## config.mk

```make
export PLATFORM = sky130hd
export DESIGN_NAME = mul_seq
export DESIGN_NICKNAME = d
export VERILOG_FILES = /design/src/rtl/mul_seq.sv
export SDC_FILE = /design/constraint.sdc
export NUM_CORES = 1
export LEC_CHECK = 0
export ABC_AREA = 1
export CORE_MARGIN = 2
export CORE_UTILIZATION = 57
export CTS_CLUSTER_DIAMETER = 30
export DETAILED_ROUTE_END_ITERATION = 10
export PLACE_DENSITY = 0.81
export SKIP_CTS_REPAIR_TIMING = 1
export SYNTH_ARGS = -nofsm -noshare
export SYNTH_HDL_FRONTEND = slang
export SYNTH_SLANG_ARGS = --single-unit
```

## constraint.sdc

```tcl
create_clock -name clk -period 15 [get_ports clk]
set_input_delay 1.5 -clock clk [delete_from_list [all_inputs] [get_ports clk]]
set_output_delay 1.5 -clock clk [all_outputs]
set_load 0.05 [all_outputs]
```

## src/rtl/mul_seq.sv

```systemverilog
// mul_seq: sequential 32x32 multiplier for the RISC-V M-extension multiply ops.
// One 8x8 Wallace-tree multiplier is reused across 16 CALC cycles (one byte-pair
// per cycle), then a FIX cycle applies the product sign and a DONE cycle
// presents the selected word.
//
// Ports:
//   clk    in   rising-edge clock
//   rst    in   synchronous active-high reset
//   start  in   request, sampled only in IDLE
//   op     in   [1:0] 00 MUL, 01 MULH, 10 MULHSU, 11 MULHU
//   src1   in   [31:0] multiplicand (rs1)
//   src2   in   [31:0] multiplier (rs2)
//   busy   out  high from the cycle after accept through the done cycle
//   done   out  one-cycle pulse, result valid in the same cycle
//   result out  [31:0] selected product word, held until the next result
//
// Build option: define MUL_EARLY_OUT_EN to skip the iteration when either
// operand is zero (done two cycles after accept, result 0).

// 8x8 unsigned multiplier built as a carry-save (Wallace) reduction tree.
module mul_seq_wallace8 (
  input  logic [7:0]  a_i,
  input  logic [7:0]  b_i,
  output logic [15:0] p_o
);

  localparam int unsigned PW = 16;

  // 3:2 compressor on whole words: {carry, sum}. Every operand is a
  // non-negative piece of a product < 2^16, so the dropped carry MSB is zero.
  function automatic logic [2*PW-1:0] csa(input logic [PW-1:0] x,
                                          input logic [PW-1:0] y,
                                          input logic [PW-1:0] z);
    logic [PW-1:0] s;
    logic [PW-1:0] c;
    s = x ^ y ^ z;
    c = PW'(((x & y) | (x & z) | (y & z)) << 1);
    return {c, s};
  endfunction

  logic [PW-1:0] pp [8];
  logic [PW-1:0] s0, c0, s1, c1, s2, c2, s3, c3, s4, c4, s5, c5;

  always_comb begin
    for (int r = 0; r < 8; r++) begin
      pp[r] = b_i[r] ? PW'(PW'(a_i) << r) : '0;
    end
    // 8 -> 6 -> 4 -> 3 -> 2 rows, then one carry-propagate add.
    {c0, s0} = csa(pp[0], pp[1], pp[2]);
    {c1, s1} = csa(pp[3], pp[4], pp[5]);
    {c2, s2} = csa(s0, c0, s1);
    {c3, s3} = csa(c1, pp[6], pp[7]);
    {c4, s4} = csa(s2, c2, s3);
    {c5, s5} = csa(s4, c4, c3);
    p_o = s5 + c5;
  end

endmodule

module mul_seq (
  input  logic        clk,
  input  logic        rst,
  input  logic        start,
  input  logic [1:0]  op,
  input  logic [31:0] src1,
  input  logic [31:0] src2,
  output logic        busy,
  output logic        done,
  output logic [31:0] result
);

  localparam int unsigned XW = 32;
  localparam int unsigned AW = 64;
  localparam int unsigned KW = 4;

  localparam logic [1:0] OP_MUL    = 2'b00;
  localparam logic [1:0] OP_MULH   = 2'b01;
  localparam logic [1:0] OP_MULHSU = 2'b10;

  typedef enum logic [1:0] {
    S_IDLE = 2'd0,
    S_CALC = 2'd1,
    S_FIX  = 2'd2,
    S_DONE = 2'd3
  } state_t;

  state_t        state_q, state_d;
  logic [1:0]    op_q, op_d;
  logic [XW-1:0] a_q, a_d;
  logic [XW-1:0] b_q, b_d;
  logic          neg_q, neg_d;
  logic [AW-1:0] acc_q, acc_d;
  logic [KW-1:0] k_q, k_d;
  logic [XW-1:0] result_q, result_d;
  logic          busy_q, busy_d;
  logic          done_q, done_d;

  logic          accept_c;
  logic          sgn1_c, sgn2_c;
  logic [XW-1:0] mag1_c, mag2_c;
  logic [1:0]    i_c, j_c;
  logic [7:0]    a_byte_c, b_byte_c;
  logic [15:0]   pp_c;
  logic [5:0]    shamt_c;
  logic [AW-1:0] acc_fix_c;

  assign accept_c = (state_q == S_IDLE) && start;

`ifdef MUL_EARLY_OUT_EN
  logic zero_op_c;
  assign zero_op_c = (src1 == '0) || (src2 == '0);
`endif

  // Operand magnitudes; 0x80000000 maps to itself as an unsigned value.
  assign sgn1_c = ((op == OP_MULH) || (op == OP_MULHSU)) && src1[XW-1];
  assign sgn2_c = (op == OP_MULH) && src2[XW-1];
  assign mag1_c = sgn1_c ? XW'(~src1 + XW'(1)) : src1;
  assign mag2_c = sgn2_c ? XW'(~src2 + XW'(1)) : src2;

  // Iteration k walks a bytes fastest: i = k[1:0], j = k[3:2].
  assign i_c      = k_q[1:0];
  assign j_c      = k_q[3:2];
  assign a_byte_c = a_q[8*i_c +: 8];
  assign b_byte_c = b_q[8*j_c +: 8];
  assign shamt_c  = {3'(3'(i_c) + 3'(j_c)), 3'b000};

  mul_seq_wallace8 u_wallace (
    .a_i (a_byte_c),
    .b_i (b_byte_c),
    .p_o (pp_c)
  );

  assign acc_fix_c = neg_q ? AW'(~acc_q + AW'(1)) : acc_q;

  // State register.
  always_ff @(posedge clk) begin
    if (rst) begin
      state_q <= S_IDLE;
    end else begin
      state_q <= state_d;
    end
  end

  // Next-state logic.
  always_comb begin
    state_d = state_q;
    unique case (state_q)
      S_IDLE: begin
        if (start) begin
`ifdef MUL_EARLY_OUT_EN
          // Zero operand: one settling cycle in FIX (acc is 0), then DONE.
          state_d = zero_op_c ? S_FIX : S_CALC;
`else
          state_d = S_CALC;
`endif
        end
      end
      S_CALC:  if (k_q == KW'(15)) state_d = S_FIX;
      S_FIX:   state_d = S_DONE;
      S_DONE:  state_d = S_IDLE;
      default: state_d = S_IDLE;
    endcase
  end

  // Output logic: status flags registered from the upcoming state.
  always_comb begin
    busy_d = 1'b0;
    done_d = 1'b0;
    if (state_d != S_IDLE) busy_d = 1'b1;
    if (state_d == S_DONE) done_d = 1'b1;
  end

  // Datapath next-state.
  always_comb begin
    op_d     = op_q;
    a_d      = a_q;
    b_d      = b_q;
    neg_d    = neg_q;
    acc_d    = acc_q;
    k_d      = k_q;
    result_d = result_q;
    if (accept_c) begin
      op_d  = op;
      a_d   = mag1_c;
      b_d   = mag2_c;
      neg_d = sgn1_c ^ sgn2_c;
      acc_d = '0;
      k_d   = '0;
    end else if (state_q == S_CALC) begin
      acc_d = acc_q + AW'(AW'(pp_c) << shamt_c);
      k_d   = k_q + KW'(1);
    end else if (state_q == S_FIX) begin
      // Result is loaded with the signed fix so it is valid alongside done.
      acc_d    = acc_fix_c;
      result_d = (op_q == OP_MUL) ? acc_fix_c[XW-1:0] : acc_fix_c[AW-1:XW];
    end
  end

  // Datapath and output registers.
  always_ff @(posedge clk) begin
    if (rst) begin
      op_q     <= '0;
      a_q      <= '0;
      b_q      <= '0;
      neg_q    <= 1'b0;
      acc_q    <= '0;
      k_q      <= '0;
      result_q <= '0;
      busy_q   <= 1'b0;
      done_q   <= 1'b0;
    end else begin
      op_q     <= op_d;
      a_q      <= a_d;
      b_q      <= b_d;
      neg_q    <= neg_d;
      acc_q    <= acc_d;
      k_q      <= k_d;
      result_q <= result_d;
      busy_q   <= busy_d;
      done_q   <= done_d;
    end
  end

  assign busy   = busy_q;
  assign done   = done_q;
  assign result = result_q;

endmodule

```

; After elaboration in Yosys (flattened, before gate mapping)
; Index checks and enable logic that the tools add are counted.
[op_classes]
bitwise_logic = 48
add_sub_neg = 7
n_eq_ne = 7
n_reduce_logical = 10
mux = 19
n_shift = 3
[op_table]
columns = cell, count
row1 = $and A15 B15 Y15, 18
row2 = $mux W64, 3
row3 = $or A15 B15 Y15, 12
row4 = $xor A16 B16 Y16, 8
row5 = $mux W32, 3
row6 = $add A32 B1 Y32 const B, 2
row7 = $add A64 B1 Y64 const B, 1
row8 = $add A64 B64 Y64, 1
row9 = $not A32 Y32, 2
row10 = $not A64 Y64, 1
row11 = $shiftx A32 B6 Y8, 2
row12 = $shl A16 B6 Y64, 1
row13 = $add A16 B16 Y16, 1
row14 = $xor A16 B10 Y16, 1
row15 = $xor A16 B13 Y16, 1
row16 = $xor A16 B14 Y16, 1
row17 = $xor A16 B15 Y16, 1
row18 = $mux W15, 1
row19 = $mux W14, 1
row20 = $mux W13, 1
row21 = $mux W12, 1
row22 = $mux W11, 1
row23 = $mux W10, 1
row24 = $mux W9, 1
row25 = other kinds (17), 28
[totals]
output_inout_bits = 34
wordCells = 104
ff_bits = 171
inputBits = 69

; Longest topological paths before layout
[depth]
ltp_word = 18
depth_mapped = 44
mapped_depth_nobuf = 43

; Modules after synthesis
; Synthesis repeated with hierarchy kept, for this count alone.
[unflattened]
hier_cells = 3627
hier_area_um2 = 20084.3
[modules_own_cells]
columns = module, seq_area_each_um2, area_each_um2, instances, cells_per_inst
row1 = mul_seq, 3423.3, 18006.0, 1, 3317
row2 = mul_seq_wallace8, 0.0, 2078.2, 1, 310

; Worst setup path after synthesis
; OpenSTA, ideal clock, no wires.
[synth_timing]
kind = register to register
from = register k_q[0]
to = register acc_q[62]
required_ns = 14.868
path_slack_ns = 8.654
path_stages_with_launch = 39
synth_period_minus_slack_ns = 6.346
n_path_buf = 2
arrival_ns = 6.214
setup_ns = 0.132
path_cell_list = dfxtp_1 > buf_2 > buf_1 > nand2_1 > a32oi_1 > inv_1 > nor2_1 > fa_1 > inv_1 > fa_1 > fa_1 > inv_1 > fa_1 > ha_1 > nand2_1 > nand2_1 > nand2_1 > nand2_1 > (+3 left out) > xor2_1 > nand2_1 > o21ai_1 > or2_2 > nor2_1 > ha_1 > nand2_1 > inv_1 > a21oi_1 > inv_1 > a21oi_1 > nand2_1 > a21oi_1 > nand2_1 > nand2_1 > nand3_1 > nand2_1 > a21oi_1
[synth_between]
elab_chain_cells = 18
elab_cells_between_ends = 56
[synth_lines]
columns = item, line
row1 = "start, declared", 93  ; logic [KW-1:0] k_q, k_d;
row2 = "start signal, assigned", 217  ; k_q <= k_d;
row3 = $shiftx A32 B6 Y8, 123  ; assign a_byte_c = a_q[8*i_c +: 8];
row4 = $mux W8 (tied with other cells), 46  ; pp[r] = b_i[r] ? PW'(PW'(a_i) << r) : '0;
row5 = $and A15 B15 Y15, 37  ; c = PW'(((x & y) | (x & z) | (y & z)) << 1);
row6 = $or A15 B15 Y15 (2 in series), 37
row7 = $and A15 B15 Y15, 37
row8 = $or A15 B15 Y15 (2 in series), 37
row9 = $and A15 B15 Y15, 37
row10 = $or A15 B15 Y15 (2 in series), 37
row11 = $and A15 B15 Y15, 37
row12 = $or A15 B15 Y15 (2 in series), 37
row13 = $add A16 B16 Y16, 55  ; p_o = s5 + c5;
row14 = $shl A16 B6 Y64 *, 190  ; acc_d = acc_q + AW'(AW'(pp_c) << shamt_c);
row15 = $add A64 B64 Y64 *, 190
row16 = $mux W64 *, 189  ; end else if (state_q == S_CALC) begin
row17 = "end signal, assigned", 206  ; acc_q <= '0;
row18 = "end signal, assigned", 216  ; acc_q <= acc_d;
row19 = "end, declared", 92  ; logic [AW-1:0] acc_q, acc_d;
; Every way passes the cells marked *; elsewhere a longest branch is shown, timed or not.
; A chain may end at the register's enable or synchronous reset.

; Worst setup path after layout
[layout_timing]
from = register k_q[2]
to = register acc_q[26]
[layout_between]
elab_chain_cells = 18
elab_cells_between_ends = 56
[layout_lines]
columns = item, line
row1 = $shiftx A32 B6 Y8, 124  ; assign b_byte_c = b_q[8*j_c +: 8];
row2 = $mux W8 (tied with other cells), 46
row3 = $and A15 B15 Y15, 37
row4 = $or A15 B15 Y15 (2 in series), 37
row5 = $and A15 B15 Y15, 37
row6 = $or A15 B15 Y15 (2 in series), 37
row7 = $and A15 B15 Y15, 37
row8 = $or A15 B15 Y15 (2 in series), 37
row9 = $and A15 B15 Y15, 37
row10 = $or A15 B15 Y15 (2 in series), 37
row11 = $add A16 B16 Y16, 55
row12 = $shl A16 B6 Y64 *, 190
row13 = $add A64 B64 Y64 *, 190
row14 = $mux W64 *, 189
; Marked as above.

==> metrics.txt <==
status=finished, final reports clean; crit share post-route=0.551; worst-case clock skew=16.5 ps; Fmax=0.121 GHz; startpoint class of the critical path=register; clock buffer depth=2; Initial DRC Count=3085; most used cell along the critical path=nand2_1; switching share of total power=0.414; post-synthesis adder-cell area fraction=0.105; IO Port Bufs=102; wirelength, routed=83100 µm; Fill cells=3291; final hold vios=0; CTS tree=built; Ys Warns=0; Reg clk slew, reported paths=80 ps; GP Congestion=1.13; Tmin final=8260 ps; synthesized flop and latch total=171; CTS buffer count=17; Final Util=0.637; first-pass GRT wire length=125000 µm; num rows=67; drt pass-1 iters=7; # IOs=103; Unique masters post-synth=54; DP HPWL=65200 µm; via count=23900; count leader, synth=nand2_1; die area=35700 µm²; Post-Place Cells=3947; residual DRC count=0; worst relative slew slack=0.273; Mean Syn Cell Area=5.59 µm²; vias in the first global route=22200; maxcap violations=0; Peak supply drop=0.0929 mV; Setup crit end kind=register; worst-path fanout max=28; Die W=189 µm; Total GRT Usage=0.457; largest net degree at the start of global routing=77; Crit Path Class=reg2reg; Non-Filler Instances=3986; cell taking the most area after synthesis=nand2_1; Seq/Total Area, Yosys=0.175; starting density of the core=0.581; power share of the combinational group=0.345; Setup Viol. Count Final=0; clock power share=0.322; grt total ovfl=0; H-tree Lvls=4; Die Span Y=189 µm; antenna violations before repair=6; area of the mapped netlist=19500 µm²; # clock sinks=171; Layout Nets=3726; routed vias/inst=5.99; area fraction in compound gates after synthesis=0.143; Wirelength per Cell=20.8 µm; syn_nets=3698; Post-synth EDFFs=0; Syn-to-layout area delta=9.67%; Sequential Power Share=0.334; largest cells by area after synthesis=nand2_1 21%, dfxtp_1 18%, inv_1 11%, nor2_1 8.1%, nand3_1 7.1%; pwr dens=70.4 nW/µm²; final setup TNS=0 ps; largest family of logic cells by synthesized area=simple AND/OR/NAND/NOR gates; prevailing post-synth register cell=dfxtp_1; Post-synth ARST share=0; Crit-path slowest cell=dfxtp_1; Leak=10.6 nW; post-synthesis cell count=3490; Post-Place Cell Area=20800 µm²; core area=33600 µm²; Clock Tree Root=clkbuf_16; Slew Viols, Final=0; fraction of layout cells with a size suffix above 1=0.0334; cell-internal power=0.883 mW; Yosys top cell area share=0.211; CP required=15400 ps; Post-Synth Simple-Gate Area=0.415; Design Power=1.51 mW; Slew @ Worst Pin=1090 ps; XOR/XNOR share of the synthesized area=0.0310; switching pwr=0.625 mW; Worst Hold Class=reg2reg; mux share of post-synthesis cell area=0.000513; list of most frequent post-synthesis cells=1095 x nand2_1, 552 x inv_1, 419 x nor2_1; Final Instance Area=21400 µm²; crit-path max cell delay=880 ps; RSZ-0062 raised after global routing=false; Worst EP arrival=8660 ps; Post-DRT Antenna Nets=0; insertion delay to the later sink of the worst-skew pair=490 ps
[power by group through the flow]
stage          combinational (mW)  sequential, mW  clock (mW)
6_report                    0.520           0.504       0.485
3_3_place_gp                0.480           0.511           0
3_5_place_dp                0.490           0.512           0
5_1_grt                     0.558           0.504       0.498
4_1_cts                     0.493           0.501       0.478
2_1_floorplan               0.331           0.499           0
[through the flow]
step	worst slack [ps]	hold slack, ps
global route	6310	473
finish	6740	458
global placement	7250	441
floorplan	8650	426
CTS	7050	458
detailed placement	7060	439
[flip-flops by register name (all words and copies together), names as in the netlist]
name     flops
state_q      2
result      32
a_q         32
neg_q        1
b_q         32
k_q          4
acc_q       64
done         1
busy         1
op_q         2
[worst max-delay path: cells and delay by family, from the launching register on]
family / cells / cell delay [ps]
adder cells (fa/ha/maj): 7 / 2800
buffers and inverters: 5 / 350
multiplexers: 1 / 250
AND/OR/NAND/NOR: 12 / 2130
XOR/XNOR: 1 / 350
flip-flops: 1 / 880
AO/OA/AOI/OAI: 4 / 1410
[worst paths after layout]
path | startpoint | end | slack, ps | depth (start not counted)
setup reg to reg | k_q[2] | acc_q[26] | 6740 | 30
hold reg to reg | b_q[31] | b_q[31] | 460 | 2
hold / removal | b_q[31] | b_q[31] | 460 | 2
setup / recovery | k_q[2] | acc_q[26] | 6740 | 30
[placed cells by master, fill, tap and decap left out, types with 12 or more instances in the layout]
cell type | netlist | layout
a21oi_1 | 233 | 233
a32oi_1 | 16 | 16
buf_4 | 1 | 14
clkbuf_16 | 0 | 17
clkdlybuf4s50_1 | 0 | 101
dfxtp_1 | 171 | 170
fa_1 | 41 | 41
ha_1 | 98 | 96
inv_1 | 552 | 551
nand2_1 | 1095 | 1095
nand2_2 | 12 | 12
nand3_1 | 277 | 277
nand4_1 | 27 | 27
nor2_1 | 419 | 417
nor3_1 | 37 | 37
o211ai_1 | 38 | 38
o21ai_0 | 123 | 123
o21bai_1 | 12 | 12
o22ai_1 | 14 | 14
or2_2 | 14 | 14
xnor2_1 | 24 | 24
xor2_1 | 45 | 45
[routing by layer]
metal	GRT usage	vias up	wire length, µm
li1	-	11100	-
met1	0.530	10800	30500
met2	0.729	1517	36500
met3	0.101	402	8090
met4	0.367	0	7950
met5	0	-	0
[layout make-up]
class,instances,area (µm²),area share
Antenna cell,8,20.0,0.000935
Clock buffer,19,443,0.0207
Clock inverter,12,150,0.00701
Inverter,567,2130,0.0994
Multi-Input combinational cell,2645,13600,0.633
Sequential cell,171,3420,0.160
Tap cell,448,561,0.0262
Timing Repair Buffer,116,1120,0.0524
[cell families (layout without fill, tap and decap cells)]
logic type | count (synthesis) | in the layout
AOI/OAI and AO/OA | 489 | 489
xor gates and xnor gates | 69 | 69
adders and majority gates | 139 | 139
buffers and inverters | 674 | 714
DFF | 171 | 171
muxes | 1 | 1
other | 0 | 8
and+or+nand+nor | 1947 | 1947
Note: power is estimated with default switching activity, not from simulation.
